## src/rtl/pipeline_ctrl.sv

```systemverilog
// pipeline_ctrl: front-end stall, flush and redirect sequencing for branch mispredicts and exceptions.
// Define PIPELINE_CTRL_PERF_EN to add the stall_cycles / flush_events performance counters.
module pipeline_ctrl #(
    parameter int FLUSH_HOLD = 1
) (
    input  logic        clk,
    input  logic        rst,
    input  logic        rob_full,
    input  logic        id_stall_req,
    input  logic        mispredict_valid,
    input  logic [31:0] mispredict_target,
    input  logic        delayslot_done,
    input  logic        exc_valid,
    input  logic [31:0] exc_handler_pc,
    output logic [2:0]  stall,
    output logic        flush,
    output logic        redirect_en,
    output logic [31:0] redirect_pc
`ifdef PIPELINE_CTRL_PERF_EN
    ,
    output logic [31:0] stall_cycles,
    output logic [31:0] flush_events
`endif
);

    // state   | meaning
    // RUN     | normal operation, stall follows rob_full / id_stall_req
    // WAIT_DS | mispredict latched, waiting for the delay slot to leave IDROB
    // FLUSH   | flush asserted while the hold counter runs down
    typedef enum logic [1:0] {
        RUN     = 2'd0,
        WAIT_DS = 2'd1,
        FLUSH   = 2'd2
    } state_t;

    state_t      state_q, state_d;
    logic [3:0]  hold_q, hold_d;
    logic [31:0] addr_q, addr_d;
    logic [31:0] redirect_pc_q, redirect_pc_d;
    logic        first_q, first_d;
    logic        enter_flush;

    always_ff @(posedge clk) begin
        if (!rst) begin
            state_q       <= RUN;
            hold_q        <= 4'd0;
            addr_q        <= 32'd0;
            redirect_pc_q <= 32'd0;
            first_q       <= 1'b0;
        end else begin
            state_q       <= state_d;
            hold_q        <= hold_d;
            addr_q        <= addr_d;
            redirect_pc_q <= redirect_pc_d;
            first_q       <= first_d;
        end
    end

    always_comb begin
        state_d       = state_q;
        hold_d        = hold_q;
        addr_d        = addr_q;
        redirect_pc_d = redirect_pc_q;
        first_d       = 1'b0;
        enter_flush   = 1'b0;
        case (state_q)
            RUN: begin
                if (exc_valid) begin
                    addr_d      = exc_handler_pc;
                    enter_flush = 1'b1;
                end else if (mispredict_valid) begin
                    addr_d = mispredict_target;
                    if (delayslot_done) enter_flush = 1'b1;
                    else                state_d     = WAIT_DS;
                end
            end
            WAIT_DS: begin
                if (exc_valid) begin
                    addr_d      = exc_handler_pc;
                    enter_flush = 1'b1;
                end else if (delayslot_done) begin
                    enter_flush = 1'b1;
                end
            end
            FLUSH: begin
                if (exc_valid) begin
                    addr_d      = exc_handler_pc;
                    enter_flush = 1'b1;
                end else if (hold_q <= 4'd1) begin
                    state_d = RUN;
                    hold_d  = 4'd0;
                end else begin
                    hold_d = hold_q - 4'd1;
                end
            end
            default: state_d = RUN;
        endcase
        // redirect_pc only moves on a flush entry so it holds while redirect_en is low
        if (enter_flush) begin
            state_d       = FLUSH;
            hold_d        = 4'(FLUSH_HOLD);
            first_d       = 1'b1;
            redirect_pc_d = addr_d;
        end
    end

    always_comb begin
        flush       = (state_q == FLUSH);
        redirect_en = first_q;
        redirect_pc = redirect_pc_q;
        stall       = 3'b000;
        if (rst && state_q != FLUSH) begin
            if (rob_full)          stall = 3'b111;
            else if (id_stall_req) stall = 3'b011;
        end
    end

`ifdef PIPELINE_CTRL_PERF_EN
    always_ff @(posedge clk) begin
        if (!rst) begin
            stall_cycles <= 32'd0;
            flush_events <= 32'd0;
        end else begin
            if (stall != 3'b000 && stall_cycles != 32'hffffffff)
                stall_cycles <= stall_cycles + 32'd1;
            if (enter_flush && flush_events != 32'hffffffff)
                flush_events <= flush_events + 32'd1;
        end
    end
`endif

endmodule

```

## config.mk

```make
export PLATFORM = sky130hd
export DESIGN_NAME = pipeline_ctrl
export DESIGN_NICKNAME = d
export VERILOG_FILES = /design/src/rtl/pipeline_ctrl.sv
export SDC_FILE = /design/constraint.sdc
export NUM_CORES = 1
export LEC_CHECK = 0
export CORE_ASPECT_RATIO = 1.5
export CORE_MARGIN = 3
export CORE_UTILIZATION = 46
export CTS_BUF_LIST = sky130_fd_sc_hd__clkbuf_8
export CTS_CLUSTER_DIAMETER = 200
export DETAILED_ROUTE_END_ITERATION = 10
export GPL_TIMING_DRIVEN = 0
export HOLD_SLACK_MARGIN = 0.1
export PLACE_DENSITY_LB_ADDON = 0.1
export SKIP_CTS_REPAIR_TIMING = 1
export SYNTH_ARGS = -nofsm -noshare
export SYNTH_HDL_FRONTEND = slang
export SYNTH_SLANG_ARGS = --single-unit
```

## constraint.sdc

```tcl
create_clock -name clk -period 2.2 [get_ports clk]
set_input_delay 0.44 -clock clk [delete_from_list [all_inputs] [get_ports clk]]
set_output_delay 0.44 -clock clk [all_outputs]
set_load 0.1 [all_outputs]
```

==> tab_implementation.tex <==
\begin{tabular}{lr}
\hline
Metric & Value \\
\hline
\multicolumn{2}{l}{\textbf{Clock tree}} \\
\quad Clock insertion delay at the later pin of the skew report & 0.36 ns \\
\quad Reg clk slew, reported paths & 0.07 ns \\
\quad TritonCTS clock tree & yes \\
\quad Clock root buffer & sky130\_fd\_sc\_hd\_\_clkbuf\_8 \\
\quad H-tree lvl count & 3 \\
\quad Buffers from clock root to sink, at most & 2 \\
\quad Number of sinks handled by clock tree synthesis & 71 \\
\quad Clock buffers created by TritonCTS & 9 \\
\multicolumn{2}{l}{\textbf{Timing}} \\
\quad Total setup violations reported at the end of the flow & 0 \\
\quad Minimum period implied by the final worst setup slack & 2.12 ns \\
\quad Setup Skew & 0.00633 ns \\
\quad Final Max Slew Viols & 0 \\
\quad Relative slew margins & 0.308 \\
\quad Unrepaired setup endpoints after global routing & false \\
\quad Max Clk Rate & 471 MHz \\
\quad Final setup TNS & 0 ns \\
\quad Final Hold Vio Count & 0 \\
\quad Final-layout worst hold slack & 0.460 ns \\
\quad Pin slew with the least headroom to its limit & 1.04 ns \\
\quad Period utilization & 0.965 \\
\multicolumn{2}{l}{\textbf{Worst setup path}} \\
\quad CP endpoint kind & output port \\
\quad Arrival time at the worst endpoint & 1.68 ns \\
\quad Worst setup path startpoint & state\_q[0]\$\_SDFFE\_PP0P\_ \\
\quad Setup slack of the worst register-to-register path & 0.16 ns \\
\quad Largest fanout of any net on the critical path & 6 \\
\quad Kind of critical path & reg2out \\
\quad Startpoint of the lowest-slack register-to-register path & state\_q[0]\$\_SDFFE\_PP0P\_ \\
\quad Kind of launch point of the worst setup path & register \\
\quad CP Data Required Time & 1.76 ns \\
\multicolumn{2}{l}{\textbf{Routing}} \\
\quad Final wirelength & 11.7 mm \\
\quad Residual DRC & 0 \\
\quad Initial DRC count & 289 \\
\quad Total number of vias & 3705 \\
\quad Remaining antenna violation count after routing & 0 \\
\quad Post-DR vias/cell & 5.78 \\
\quad Avg WL per Cell & 18.3 um \\
\quad Number of iterations in the first detailed-routing pass & 4 \\
\multicolumn{2}{l}{\textbf{Pwr}} \\
\quad Relative contribution of the clock network to total power & 0.229 \\
\quad Power dissipated by switching net loads & 1.98 mW \\
\quad Pwr dens & 876 nW/um\^{}2 \\
\quad Static leakage power & 2.53 nW \\
\quad Pint & 2.61 mW \\
\quad Fraction of power spent switching nets & 0.431 \\
\quad Largest voltage drop on the vdd net & 0.000659 V \\
\quad Power Total & 4.60 mW \\
\quad Sequential Power Share & 0.348 \\
\quad Gate power share & 0.423 \\
\multicolumn{2}{l}{\textbf{Hold path}} \\
\quad Worst hold path type & reg2reg \\
\quad Hold wc startpoint & redirect\_pc[4]\$\_SDFFE\_PN0P\_ \\
\multicolumn{2}{l}{\textbf{Floorplan}} \\
\quad Total core area & 7810 um\^{}2 \\
\quad Die area & 9380 um\^{}2 \\
\quad Die span in y & 117 um \\
\quad Starting density of the core & 0.485 \\
\quad Number of standard-cell rows in the floorplan & 39 \\
\quad Number of ports placed on the die boundary & 108 \\
\quad Die outline width & 80.1 um \\
\multicolumn{2}{l}{\textbf{Layout}} \\
\quad Ant. Diodes & 0 \\
\quad Total Nets Final & 611 \\
\quad Layout cell share with drive strength beyond 1 & 0.0891 \\
\quad Commonest cells after routing, fill and taps aside & sky130\_fd\_sc\_hd\_\_dfxtp\_1, sky130\_fd\_sc\_hd\_\_clkdlybuf4s50\_1, sky130\_fd\_sc\_hd\_\_o2bb2ai\_1 \\
\quad Area overhead of the layout relative to synthesis & 38.5\% \\
\quad Most frequent standard cell in the layout excluding fill and tap cells & sky130\_fd\_sc\_hd\_\_dfxtp\_1 \\
\multicolumn{2}{l}{\textbf{Logic synthesis}} \\
\quad Netlist cell types & 37 \\
\quad Share of flip-flops with an asynchronous set or reset & 0 \\
\quad Cell count after synthesis & 419 \\
\quad Number of flops mapped to enable cells by yosys & 0 \\
\quad Seq cells post-synth & 71 \\
\quad Predominant post-synthesis flop cell & sky130\_fd\_sc\_hd\_\_dfxtp\_1 \\
\quad Sequential cell area fraction in the yosys report & 0.375 \\
\quad Mean post-synth cell area & 9.04 um\^{}2 \\
\quad Total of warnings raised by yosys & 0 \\
\quad Post-synthesis instance area & 3790 um\^{}2 \\
\quad Post-synth net total & 496 \\
\multicolumn{2}{l}{\textbf{Placed design}} \\
\quad Estimated wirelength of the detail-placed design & 8.16 mm \\
\quad Port buffer count & 104 \\
\quad Routability-driven placement congestion ratio & 0.812 \\
\multicolumn{2}{l}{\textbf{Global route}} \\
\quad Maximum number of pins on one net before global-route repair & 12 \\
\quad Wire length of the first global-routing pass & 18.5 mm \\
\quad Via count of the first global-routing pass & 3738 \\
\quad Total track usage & 0.255 \\
\quad Antenna violations before repair & 0 \\
\quad Grt ovf & 0 \\
\multicolumn{2}{l}{\textbf{Flow run}} \\
\quad Max-capacitance violation count & 0 \\
\multicolumn{2}{l}{\textbf{Status}} \\
\quad Outcome & finished clean \\
\hline
\end{tabular}
-- final cells by class --
class | instances | area, um^2
repair buffers | 104 | 1110
plain buffers | 41 | 193
fillers | 664 | 2560
clock buffers | 10 | 138
flip-flops and latches | 71 | 1420
multi-input cells | 299 | 2170
inverters | 8 | 30.0
clock inverters | 6 | 52.6
well taps | 102 | 128
-- sequential cells by signal, indices dropped and copies added, names as in the netlist --
register and cells:
addr_q 32, redirect_pc 32, hold_q 4, state_q 2, redirect_en 1
-- power by group through the flow --
| stage | clock network [mW] | logic (mW) | registers, mW |
|---|---|---|---|
| finish | 1.05 | 1.95 | 1.60 |
| global route | 1.11 | 2.06 | 1.62 |
| CTS | 1.05 | 1.95 | 1.60 |
| detailed placement | 0 | 1.94 | 1.63 |
| global placement | 0 | 1.92 | 1.62 |
| floorplan | 0 | 0.738 | 2.28 |
-- worst paths after layout --
path | end | cells after the start
max | stall[1] | 6
min | redirect_pc[4]$_SDFFE_PN0P_ | 1
max reg2reg | redirect_pc[13]$_SDFFE_PN0P_ | 6
min reg2reg | redirect_pc[4]$_SDFFE_PN0P_ | 1
-- Yosys cell counts, types with 2 or more instances --
library cell,instances,area share
sky130_fd_sc_hd__o211a_1,2,0.0053
sky130_fd_sc_hd__nand2_1,38,0.038
sky130_fd_sc_hd__a221oi_1,32,0.074
sky130_fd_sc_hd__buf_2,15,0.020
sky130_fd_sc_hd__ha_1,6,0.020
sky130_fd_sc_hd__inv_1,8,0.0079
sky130_fd_sc_hd__mux2i_1,32,0.085
sky130_fd_sc_hd__o21ai_0,36,0.048
sky130_fd_sc_hd__dfxtp_1,71,0.38
sky130_fd_sc_hd__a21oi_1,2,0.0026
sky130_fd_sc_hd__nor2_1,3,0.0030
sky130_fd_sc_hd__nor3_1,2,0.0026
sky130_fd_sc_hd__o2bb2ai_1,62,0.14
sky130_fd_sc_hd__nand2b_1,31,0.051
sky130_fd_sc_hd__clkbuf_1,23,0.023
sky130_fd_sc_hd__nor2b_1,35,0.058
-- stage by stage --
step	util	setup WS (ns)	area [um^2]	instances
after floorplan	-	0.0640	3800	419
after global routing	0.672	0.000867	5250	641
after global placement	0.636	-0.546	4970	625
after CTS	0.661	-0.832	5160	641
final	0.672	0.0763	5250	641
after detailed placement	0.636	-0.556	4970	625
-- layer usage --
layer	wire (um)	vias to the layer above	GRT usage
li1	-	1789	-
met1	4810	1799	0.302
met2	6160	100	0.451
met3	515	17	0.0436
met4	235	0	0.106
met5	0	-	0
-- cell families after synthesis --
family / after synthesis / synth area share
multiplexers: 32 / 0.0846
AND/OR/NAND/NOR: 118 / 0.170
adder cells (fa/ha/maj): 6 / 0.0198
flip-flops: 71 / 0.375
buffers and inverters: 49 / 0.0565
AO/OA/AOI/OAI: 143 / 0.294
-- critical path, stage by stage (launching register included) --
cell and delay [ns]:
sky130_fd_sc_hd__dfxtp_1 0.39, sky130_fd_sc_hd__inv_1 0.09, sky130_fd_sc_hd__ha_2 0.25, sky130_fd_sc_hd__inv_1 0.12
sky130_fd_sc_hd__o211a_4 0.16, sky130_fd_sc_hd__buf_4 0.10, sky130_fd_sc_hd__buf_6 0.21
Power figures use the tool's default switching activity.
